**src/rtl/lcd_spi_writer.sv**
```systemverilog
// Serialises one 9-bit LCD word {dc, byte} MSB-first over 4-wire SPI mode 0.
// All outputs are registered; wr_done pulses once per completed word.
module lcd_spi_writer #(
   parameter int CLK_DIV    = 2,
   parameter int GAP_CYCLES = 3
) (
   input  logic       sys_clk,
   input  logic       sys_rst,
   input  logic       en_write,
   input  logic [8:0] wr_data,
   output logic       wr_done,
   output logic       busy,
   output logic       lcd_cs_n,
   output logic       lcd_dc,
   output logic       lcd_sclk,
   output logic       lcd_mosi
);
   localparam int DIV_W = $clog2(CLK_DIV + 1);
   localparam int GAP_W = $clog2(GAP_CYCLES + 1);
   localparam logic [DIV_W-1:0] DIV_LAST = DIV_W'(CLK_DIV - 1);
   localparam logic [GAP_W-1:0] GAP_LAST = GAP_W'(GAP_CYCLES - 1);

   typedef enum logic [2:0] {S_IDLE, S_SETUP, S_SHIFT, S_DONE, S_GAP} state_t;

   state_t           state_q, state_nx;
   logic [DIV_W-1:0] div_q, div_nx;
   logic [2:0]       bit_q, bit_nx;
   logic [GAP_W-1:0] gap_q, gap_nx;
   logic [7:0]       shreg_q, shreg_nx;
   logic             cs_n_nx, sclk_nx, mosi_nx, dc_nx, done_nx, busy_nx;

   always_ff @(posedge sys_clk) begin
      if (sys_rst) begin
         state_q  <= S_IDLE;
         div_q    <= '0;
         bit_q    <= '0;
         gap_q    <= '0;
         lcd_cs_n <= 1'b1;
         lcd_sclk <= 1'b0;
         lcd_mosi <= 1'b0;
         lcd_dc   <= 1'b0;
         wr_done  <= 1'b0;
         busy     <= 1'b0;
      end else begin
         state_q  <= state_nx;
         div_q    <= div_nx;
         bit_q    <= bit_nx;
         gap_q    <= gap_nx;
         lcd_cs_n <= cs_n_nx;
         lcd_sclk <= sclk_nx;
         lcd_mosi <= mosi_nx;
         lcd_dc   <= dc_nx;
         wr_done  <= done_nx;
         busy     <= busy_nx;
      end
   end

   // The shift register carries data only; its contents are meaningless outside a word.
   always_ff @(posedge sys_clk) begin
      shreg_q <= shreg_nx;
   end

   always_comb begin
      state_nx = state_q;
      div_nx   = div_q;
      bit_nx   = bit_q;
      gap_nx   = gap_q;
      shreg_nx = shreg_q;
      cs_n_nx  = lcd_cs_n;
      sclk_nx  = lcd_sclk;
      mosi_nx  = lcd_mosi;
      dc_nx    = lcd_dc;
      done_nx  = 1'b0;
      busy_nx  = busy;
      case (state_q)
         S_IDLE: begin
            cs_n_nx = 1'b1;
            sclk_nx = 1'b0;
            busy_nx = 1'b0;
            if (en_write) begin
               state_nx = S_SETUP;
               shreg_nx = wr_data[7:0];
               dc_nx    = wr_data[8];
               mosi_nx  = wr_data[7];
               cs_n_nx  = 1'b0;
               busy_nx  = 1'b1;
               div_nx   = '0;
               bit_nx   = '0;
            end
         end
         S_SETUP: begin
            if (div_q == DIV_LAST) begin
               state_nx = S_SHIFT;
               div_nx   = '0;
               sclk_nx  = 1'b1;
            end else begin
               div_nx = div_q + 1'b1;
            end
         end
         S_SHIFT: begin
            if (div_q == DIV_LAST) begin
               div_nx = '0;
               if (lcd_sclk) begin
                  // Falling edge: present the next bit, except after bit0 where mosi holds.
                  sclk_nx = 1'b0;
                  if (bit_q != 3'd7) begin
                     shreg_nx = {shreg_q[6:0], 1'b0};
                     mosi_nx  = shreg_q[6];
                  end
               end else if (bit_q == 3'd7) begin
                  state_nx = S_DONE;
                  bit_nx   = '0;
                  cs_n_nx  = 1'b1;
                  done_nx  = 1'b1;
               end else begin
                  bit_nx  = bit_q + 1'b1;
                  sclk_nx = 1'b1;
               end
            end else begin
               div_nx = div_q + 1'b1;
            end
         end
         S_DONE: begin
            state_nx = S_GAP;
            gap_nx   = '0;
         end
         S_GAP: begin
            if (gap_q == GAP_LAST) begin
               state_nx = S_IDLE;
               busy_nx  = 1'b0;
            end else begin
               gap_nx = gap_q + 1'b1;
            end
         end
         default: state_nx = S_IDLE;
      endcase
   end
endmodule
```
**config.mk**
```make
export PLATFORM = sky130hd
export DESIGN_NAME = lcd_spi_writer
export DESIGN_NICKNAME = d
export VERILOG_FILES = /design/src/rtl/lcd_spi_writer.sv
export SDC_FILE = /design/constraint.sdc
export NUM_CORES = 1
export LEC_CHECK = 0
export BUFFER_PORTS_ARGS = -buffer_cell sky130_fd_sc_hd__buf_2
export CAP_MARGIN = 25
export CORE_ASPECT_RATIO = 1.25
export CORE_MARGIN = 4
export CORE_UTILIZATION = 58
export CTS_CLUSTER_SIZE = 10
export DETAILED_ROUTE_END_ITERATION = 10
export PLACE_DENSITY = 0.93
export RECOVER_POWER = 25
export SLEW_MARGIN = 10
export SYNTH_ARGS = -nofsm -noshare
export SYNTH_HDL_FRONTEND = slang
export SYNTH_SLANG_ARGS = --single-unit
```
**constraint.sdc**
```tcl
create_clock -name sys_clk -period 5.8 [get_ports sys_clk]
set_input_delay 1.16 -clock sys_clk [delete_from_list [all_inputs] [get_ports sys_clk]]
set_output_delay 1.16 -clock sys_clk [all_outputs]
set_load 0.1 [all_outputs]
```
# Yosys cells after proc, flatten, opt, wreduce, memory -nomap -nowiden
# Cells that the tools add are included.
[word_totals]
inputBits = 12
register_bits = 23
word_cells = 91
out_inout_bits = 6
[op_classes]
bitwise_logic = 2
eq_ne = 17
muxes = 41
n_reduce_logical = 17
add_sub_neg = 3
[ops]
columns = ["operator", "count"]
rows = [
  ["two-way mux 3 bit", 10],
  ["two-way mux 7 bit", 4],
  ["inequality test 2 bit, second input constant", 9],
  ["two-way mux 1 bit", 15],
  ["one-hot mux 3 bit (5 select lines)", 1],
  ["one-hot mux 7 bit (2 select lines)", 1],
  ["one-hot mux 2 bit (2 select lines)", 2],
  ["AND reduction 2 bit", 4],
  ["AND reduction 4 bit", 2],
  ["nonzero test 2 bit", 4],
  ["== test 3 x 2 -> 1 bit, second input constant", 2],
  ["== test 3 bit, second input constant", 2],
  ["two-way mux 2 bit", 3],
  ["one-hot mux 1 bit (2 select lines)", 3],
  ["one-hot mux 3 bit (2 select lines)", 1],
  ["AND reduction 6 bit", 1],
  ["AND reduction 5 bit", 1],
  ["adder 2 x 1 -> 2 bit, second input constant", 2],
  ["OR reduction 4 bit", 1],
  ["adder 3 x 1 -> 3 bit, second input constant", 1],
  ["== test 3 x 1 -> 1 bit, second input constant", 1],
  ["zero test 3 bit", 1],
  ["inequality test 3 bit, second input constant", 1],
  ["one-hot mux 1 bit (3 select lines)", 1],
  ["other kinds (6)", 7],
]

# Logic depth before layout (Yosys ltp)
# Gate-level depths: netlist (run 1).
[depth]
word_depth = 5
ltp_mapped = 5

# Worst setup path before layout (run 1)
# Ideal clock, no wire load.
[synth_path]
kind = "input to register"
from = "input en_write"
to = "register lcd_mosi"
required_time_ps = 5679
path_buffers = 0
stages = 3
arrival_ps = 2173
path_slack_ps = 3506
cell_sequence = "or4b_1 o41ai_4 mux2_4"
[synth_between]
elab_chain_len = 2
[synth_lines]
columns = ["item", "line", "text"]
rows = [
  ["start: declaration", "9", "input logic en_write,"],
  ["inequality test 2 bit (no source line)", "-", ""],
  ["AND reduction 5 bit (no source line)", "-", ""],
  ["end signal: assignment", "51", "lcd_mosi <= mosi_nx;"],
  ["end: declaration", "16", "output logic lcd_mosi"],
]
# Every way passes these cells.
# A chain may end at the register's enable or synchronous reset.

# Worst setup path in the final report (run 1)
[layout_path]
from = "register lcd_sclk"
to = "output lcd_sclk"
[layout_rtl]
columns = ["item", "line", "text"]
rows = [
  ["start: declaration", "15", "output logic lcd_sclk,"],
  ["start signal: assignment", "50", "lcd_sclk <= sclk_nx;"],
]
# No word-level cell between the ends.

==> results of run 1 <==
==> layout by cell type (no fill, tap or decap), drive strengths merged, types with 3 or more instances in the layout <==
| master | instances |
|---|---|
| a21oi | 7 |
| buf | 16 |
| clkbuf | 5 |
| dfxtp | 16 |
| edfxtp | 7 |
| ha | 3 |
| inv | 4 |
| mux2 | 7 |
| nand2 | 3 |
| nand3 | 3 |
| nor2 | 7 |
| nor2b | 5 |
| nor3 | 5 |
| o21ai | 7 |
==> stage by stage <==
stage | worst slack (ps) | std cells | utilization, %
6_report | 3440 | 143 | 67.6
5_1_grt | 3290 | 143 | 67.6
4_1_cts | 3430 | 143 | 67.7
3_5_place_dp | 3310 | 139 | 66.3
3_3_place_gp | 3340 | 139 | 66.3
2_1_floorplan | 3510 | 110 | -
==> how the worst max path moves through the flow <==
stage	from	to	slack [ps]
after global routing	state_q[1]	lcd_mosi	3290
final	lcd_sclk	lcd_sclk	3440
after floorplan	en_write	lcd_mosi	3510
after detailed placement	en_write	lcd_mosi	3310
after CTS	state_q[1]	lcd_mosi	3430
after global placement	en_write	lcd_mosi	3340
==> power by group through the flow <==
stage                     clock network (mW)  logic, mW  registers, mW
after global routing                  0.0791     0.0634          0.186
after CTS                             0.0732     0.0589          0.184
after detailed placement                   0     0.0587          0.188
final                                 0.0708     0.0584          0.184
after global placement                     0     0.0573          0.187
after floorplan                            0     0.0320          0.204
==> state kept, by name, indices dropped and copies added (netlist names) <==
register  flops
bit_q         3
state_q       3
shreg_q       7
wr_done       1
lcd_mosi      1
lcd_cs_n      1
gap_q         2
lcd_dc        1
div_q         2
lcd_sclk      1
busy          1
==> per-layer routing <==
layer	up-vias	part of all wire, %
met3	5	6.5
li1	437	-
met4	0	1.9
met1	407	43
met2	26	48
met5	-	0
==> cell type report <==
type	count	share of cell area, %
Clock buffer	4	2.12
Inverter	4	1.21
Multi-Input combinational cell	76	45.1
Sequential cell	23	42.9
Tap cell	19	1.92
Timing Repair Buffer	17	6.77
==> cells by family (layout without fill, tap and decap cells) <==
group                      after synthesis  in the layout
AOI/OAI and AO/OA                       30             30
adders and majority gates                3              3
buffers and inverters                   11             25
DFF                                     23             23
muxes                                    8              8
and+or+nand+nor                         35             35
==> run metrics, run 1 <==
Detailed Place HPWL 1.59 mm; post-synthesis sequential area ratio a little under half; post-synth cell types 39; vias per cell between 6 and 7; number of antenna-violating nets in the routed design 0; synthesized instance count 110; vias in the first global route approximately 840; drt total wl about 2.2 mm; CP max-delay cell buf_2; top post-synthesis cells by area dfxtp_1 (28%), edfxtp_1 (18%), mux2_2 (5.9%), ha_1 (3.3%), a21oi_1 (3.1%); sequential power share roughly three fifths; Die H roughly 58 um; Chip Width approximately 48 um; GR Util All Layers between 10% and 20%; clock power share a little under a quarter; NetSw approximately 0.093 mW; Final GP Congestion 0.841; Synth top cells by count dfxtp_1 (16), a21oi_1 (7), edfxtp_1 (7), nor2_1 (7), o21ai_0 (7); Rows 17; # diodes 0; Int Power ~0.22 mW; largest net degree at the start of global routing 19; most common cell in the netlist dfxtp_1; first-pass GRT wire length about 3.6 mm; DRT Pass-1 Iters 4; 1st-iter DRT viols 28; WL/cell 15.1 um; GRT Max-Usage Layer met2; clk root buf clkbuf_4; Initial Util 62.8%; GR Util met2 27.0%; Clock Skews ~5.6 ps; Clock Latency Late Sink a little over 300 ps; Final period util 40.8%; slowest stage delay, CP approximately 460 ps; FF-to-FF setup slack approximately 3500 ps; Switching Share ~30%; multi-input logic area around 560 um2; final setup violation count 0; Hold Buf Count CTS 0; Layout Nets between 100 and 150; R2R Path Start state_q[1]; CTS Sinks 23; H-tree depth 1; VDD IR-drop max around 160 uV; relative slew slack between 50% and 60%; Main synth FF type dfxtp_1; WP buf/inv 1; fin area 1240 um2; Syn Nets between 100 and 150; Yosys warnings 0; multiplexer share of the synthesized area roughly 8%; min cycle time layout 2360 ps; crit end category output port; WHS Endpoint lcd_dc; TNS Setup 0 ps; routed vias a little under 900; crit path cell chain buf_2; Pleak approximately 0.48 nW; fmax about 420 MHz; number of max-cap violations 0; final hold vios 0; Synth Area in Compound Gates approximately a fifth; RSZ-0062 raised after global routing false; Worst R2R Path Depth 3; Comb pwr share 18.6%; TritonCTS clock tree built; Post-Synth Adder-Cell Area 3.27%; Hold WC Path Type flop to flop; met1 Track Usage GR 23.0%; WHS Path Cells 2; worst hold slack about 480 ps; P per Cell Area approximately 250 nW/um2; Top Ports 18; max-slew violations 0; port bufs 17; Worst Hold Launch lcd_dc; share of the synthesized area in the top cell type about 28%; Levels on crit path 1; FILL cells roughly 150; Post-CTS Setup Repair Bufs 0; worst path arrival time ~1200 ps; core area 1830 um2; die area between 2000 and 3000 um2; CP top delay family buffers and inverters; syn avg cell area 10.4 um2; global route overflow 0; critical path peak fanout 6; CTS Buf Count 3; drt drc 0; cell area after synthesis ~1100 um2; clk slew on worst S/H paths between 100 and 150 ps; Worst-Margin Slew ~600 ps; initial antenna violation count 0; status finished, final reports clean; Seq cells post-synth 23; EDFF count, synth 7; clk buf depth 2; crit path kind flop to output port; CP startpoint kind flop; register area 531 um2; CP Data Required Time 4640 ps; worst r2r dst lcd_mosi; Layout area overhead 7.73%; layout cells sized above 1 a little under a quarter; largest family of logic cells by synthesized area compound AO/OA/AOI/OAI gates; met3 GRT Util under 10%; Placed Area between 1000 and 1500 um2; area leader, netlist dfxtp_1; Simple-Gate Fraction of Synth Area between 10% and 20%; Post-CTS Resized 0; post-route total power 0.314 mW; post-synthesis xor/xnor area fraction 0%; asr flop ratio synth 0%
(Power assumes the default switching activity.)
==> run 2, diff against run 1 <==
CORE_UTILIZATION = 54   (was 58)
PLACE_DENSITY = 0.89   (was 0.93)
clock period = 2.33 ns   (was 5.8 ns; I/O delays follow)
==> run metrics, run 2 (synthesized netlist as in run 1, its figures left out) <==
clk buf depth 2 (unchanged); WP buf/inv 1 (unchanged); crit path cell chain clkbuf_1; Final GP Congestion 0.778 (-7.4%); CP top delay family buffers and inverters; final hold vios 0 (unchanged); Clock Latency Late Sink 310 ps (about the same); min cycle time layout roughly 2000 ps; Pleak 0.492 nW (+2.2%); initial antenna violation count 0 (unchanged); crit end category output port; number of max-cap violations 0 (unchanged); FF-to-FF setup slack 370 ps (-3100 ps); DRT Pass-1 Iters 4 (unchanged); relative slew slack 22.4% (-37 points); Worst R2R Path Depth 4 (+1); drt drc 0 (unchanged); TNS Setup 0 ps (unchanged); Layout Nets 144 (+2.9%); WHS Endpoint lcd_dc; fmax between 500 and 600 MHz; number of antenna-violating nets in the routed design 0 (unchanged); GR Util All Layers 17.1% (-0.44 points); VDD IR-drop max 433 uV (+180%); Chip Width 49.3 um (+3.0%); slowest stage delay, CP 860 ps (+400 ps); vias per cell 5.99 (-2.2%); P per Cell Area 628 nW/um2 (+150%); max-slew violations 0 (unchanged); clk slew on worst S/H paths 120 ps (about the same); Biggest register shreg_q; Top Ports 18 (unchanged); sequential power share 57.2% (-1.6 points); CP max-delay cell clkbuf_1; layout cells sized above 1 23.4% (+0.86 points); Post-CTS Setup Repair Bufs 0 (unchanged); CTS Buf Count 3 (unchanged); Detailed Place HPWL 1.73 mm (+8.4%); WL/cell 15.3 um (+1.6%); clock power share 22.9% (+0.3 points); H-tree depth 1 (unchanged); pre-CTS setup slack 424 ps (-2880 ps); Worst-Margin Slew 1170 ps (+556 ps); Comb pwr share 19.9% (+1.3 points); # diodes 0 (unchanged); CP startpoint kind flop; first-pass GRT wire length 3.84 mm (+7.7%); CTS Sinks 23 (unchanged); vias in the first global route 882 (+4.9%); NetSw 0.239 mW (+160%); largest net degree at the start of global routing 18 (-1); Die H 59.6 um (+3.1%); RSZ-0062 raised after global routing false; CP Data Required Time 1860 ps (-2780 ps); 1st-iter DRT viols 10 (-64%); Final period util between 80% and 90%; critical path peak fanout 2 (-4); fin util 63.0% (-4.6 points); crit path kind flop to output port; status finished, final reports clean; drt total wl 2.27 mm (+5.2%); FILL cells 179 (+19%); core area 2000 um2 (+9.6%); Final Worst Setup Slack 351 ps (-3080 ps); routed vias 886 (+1.3%); most frequent cells in the layout dfxtp_1 (16), buf_2 (15); number of flip-flops in the largest register 7 (unchanged); Rows 18 (+1); die area 2930 um2 (+6.3%); R2R Path Start state_q[1]; WHS Path Cells 3 (+1); worst path arrival time 1510 ps (+310 ps); global route overflow 0 (unchanged); Hold WC Path Type input pin to flop; Largest regs shreg_q (7), bit_q (3), state_q (3); Hold Buf Count CTS 0 (unchanged); worst r2r dst bit_q[0]; Int Power 0.554 mW (+150%); Layout area overhead 10.0%; Clock Skews 5.99 ps (+0.413 ps); clk root buf clkbuf_4; Initial Util 57.3% (-5.5 points); TritonCTS clock tree built; Worst Hold Launch wr_data[8]; Switching Share 30.2% (+0.55 points); Post-CTS Resized 0 (unchanged); most common cell after layout, fill and taps aside dfxtp_1; final setup violation count 0 (unchanged); port bufs 17 (unchanged)
## run 2: changes by cell type in the layout (fill, tap and decap cells not counted)
cell,change
and2_1,-1
buf_4,+3
clkbuf_1,+2
buf_2,-1
and2_0,+1
## run 2: through the flow
| stage | cells | area, um2 | power, mW | hold slack, ps |
|---|---|---|---|---|
| after floorplan | 110 | 1150 | 0.586 | 462 |
| after global placement | 144 | 1240 | 0.615 | 463 |
| after detailed placement | 144 | 1240 | 0.622 | 452 |
| after CTS | 148 | 1270 | 0.798 | 400 |
| after global routing | 148 | 1260 | 0.827 | 389 |
| final | 148 | 1260 | 0.793 | 408 |
## run 2: cell type report
cell class	count	area [um2]	area share [%]
timing repair buffer	21	109	8.61
inverter	4	15.0	1.19
multi-input combinational	76	558	44.2
sequential	23	531	42.0
tap	20	25.0	1.98
clock buffer	4	26.3	2.08
## run 2: metal layers
metal,wire (um),share of wire (%),GRT usage [%]
met2,1160,51,32.0
met4,36,1.6,7.32
met5,0,0,0
met1,973,43,18.8
met3,98,4.3,3.02
## run 2: worst max-delay path by stage
stage	cells after the start	from	endpoint
2_1_floorplan	3	lcd_sclk	lcd_mosi
3_3_place_gp	3	state_q[0]	shreg_q[0]
3_5_place_dp	3	state_q[0]	shreg_q[0]
4_1_cts	3	state_q[0]	shreg_q[0]
5_1_grt	4	state_q[1]	bit_q[0]
6_report	1	lcd_mosi	lcd_mosi
## run 2: power by group through the flow
stage / registers [mW] / clock network, mW / logic [mW]
after floorplan: 0.507 / 0 / 0.0796
after global placement: 0.460 / 0 / 0.155
after CTS: 0.454 / 0.185 / 0.160
after detailed placement: 0.462 / 0 / 0.160
after global routing: 0.457 / 0.198 / 0.172
final: 0.454 / 0.181 / 0.158
==> run 3, diff against run 2 <==
CORE_UTILIZATION = 49   (was 54)
PLACE_DENSITY = 0.85   (was 0.89)
clock period = 1.8 ns   (was 2.33 ns; I/O delays follow)
==> run metrics, run 3 (synthesized netlist as in run 1, its figures left out) <==
# diodes 0 (unchanged); relative slew slack 64.3% (+42 points); die area 3190 um2 (+8.7%); sequential power share 55.7% (-1.5 points); Post-CTS Setup Repair Bufs 0 (unchanged); vias in the first global route 888 (+0.68%); Die H 62.1 um (+4.3%); Largest regs shreg_q (7), bit_q (3), state_q (3); worst hold slack 285 ps (-122 ps); drt total wl 2.23 mm (-1.5%); Final GP Congestion 0.829 (+6.5%); fin util 59.8% (-3.2 points); clk root buf clkbuf_4; WL/cell 13.5 um (-12%); final setup violation count 0 (unchanged); drt drc 0 (unchanged); min cycle time layout 1670 ps; CP Data Required Time 1840 ps (-20 ps); H-tree depth 1 (unchanged); vias per cell 5.56 (-7.1%); most frequent cells in the layout buf_2 (16), dfxtp_1 (15); layout cells sized above 1 28.4% (+4.9 points); CP startpoint kind flop; GR Util met2 25.3% (-6.7 points); P per Cell Area 787 nW/um2 (+25%); Hold Buf Count CTS 0 (unchanged); number of flip-flops in the largest register 7 (unchanged); port bufs 17 (unchanged); Comb pwr share 21.6% (+1.7 points); clk buf depth 2 (unchanged); GR Util All Layers 15.6% (-1.4 points); fin area 1320 um2 (+4.7%); number of antenna-violating nets in the routed design 0 (unchanged); most common cell after layout, fill and taps aside buf_2; Placed Area 1310 um2 (+5.0%); core area 2210 um2 (+10%); Rows 19 (+1); status finished, final reports clean; met1 Track Usage GR 20.7% (+1.9 points); CTS Sinks 23 (unchanged); Pleak 0.526 nW (+7.0%); global route overflow 0 (unchanged); routed vias 918 (+3.6%); first-pass GRT wire length 3.98 mm (+3.6%); crit end category flop; NetSw 0.318 mW (+33%); final hold vios 0 (unchanged); RSZ-0062 raised after global routing false; Top Ports 18 (unchanged); number of max-cap violations 0 (unchanged); Biggest register shreg_q; Final period util 92.6%; met3 GRT Util 3.11% (+0.087 points); DRT Pass-1 Iters 4 (unchanged); clock power share 22.7% (-0.2 points); max-slew violations 0 (unchanged); Initial Util 52.0% (-5.4 points); CTS Buf Count 3 (unchanged); Switching Share 30.5% (+0.36 points); Int Power 0.723 mW (+31%); 1st-iter DRT viols 38 (+28); Chip Width 51.3 um (+4.2%); GRT Max-Usage Layer met2; Detailed Place HPWL 1.73 mm (+0.19%); worst path arrival time 1710 ps (+200 ps); Hold WC Path Type input pin to flop; Worst-Margin Slew 538 ps (-631 ps); clk slew on worst S/H paths 120 ps (about the same); crit path kind flop to flop; Clock Skews 2.25 ps (-3.73 ps); VDD IR-drop max 734 uV (+69%); initial antenna violation count 0 (unchanged); fmax 600 MHz; critical path peak fanout 7 (+5); Layout Nets 150 (+4.2%); Clock Latency Late Sink 310 ps (about the same); TritonCTS clock tree built; TNS Setup 0 ps (unchanged); largest net degree at the start of global routing 17 (-1); Layout area overhead 15.1%; Post-CTS Resized 0 (unchanged)
-- run 3: cell types whose count changed in the layout (fill, tap and decap cells not counted), sizes merged --
cell	change
buf	+5
clkinv	+1
-- run 3: power groups by stage --
| stage | logic [mW] | registers [mW] | clock network [mW] |
|---|---|---|---|
| 2_1_floorplan | 0.103 | 0.656 | 0 |
| 3_3_place_gp | 0.221 | 0.590 | 0 |
| 3_5_place_dp | 0.227 | 0.592 | 0 |
| 4_1_cts | 0.227 | 0.580 | 0.246 |
| 5_1_grt | 0.242 | 0.584 | 0.268 |
| 6_report | 0.225 | 0.579 | 0.237 |
-- run 3: final timing paths --
path	depth (start not counted)	slack (ps)	startpoint	endpoint
max reg2reg	4	130	bit_q[0]	shreg_q[1]
min	3	290	wr_data[8]	lcd_dc
min reg2reg	2	480	lcd_dc	lcd_dc
max	4	130	bit_q[0]	shreg_q[1]
-- run 3: per-stage QoR --
step | worst slack (ps) | total power, mW | cells
6_report | 134 | 1.04 | 165
3_5_place_dp | 143 | 0.818 | 161
2_1_floorplan | 8.17 | 0.759 | 110
4_1_cts | 118 | 1.05 | 165
3_3_place_gp | 166 | 0.811 | 161
5_1_grt | 56.9 | 1.09 | 165
-- run 3: cell type report --
type	instances	area (um2)
clock buffer	3	22.5
clock inverter	1	5.00
fill	207	888
inverter	4	15.0
multi-input combinational	76	558
sequential	23	534
tap	31	38.8
timing repair buffer	27	149
-- run 3: metal layers --
layer	part of all wire [%]	vias to the layer above
met4	1.4	0
met1	43	429
met5	0	-
met3	4.4	5
li1	-	461
met2	51	23
-- run 3: critical path, stage by stage (launching register included) --
cell and delay, ps:
dfxtp_1 340, ha_1 190, ha_1 250, o41ai_4 390, buf_4 220
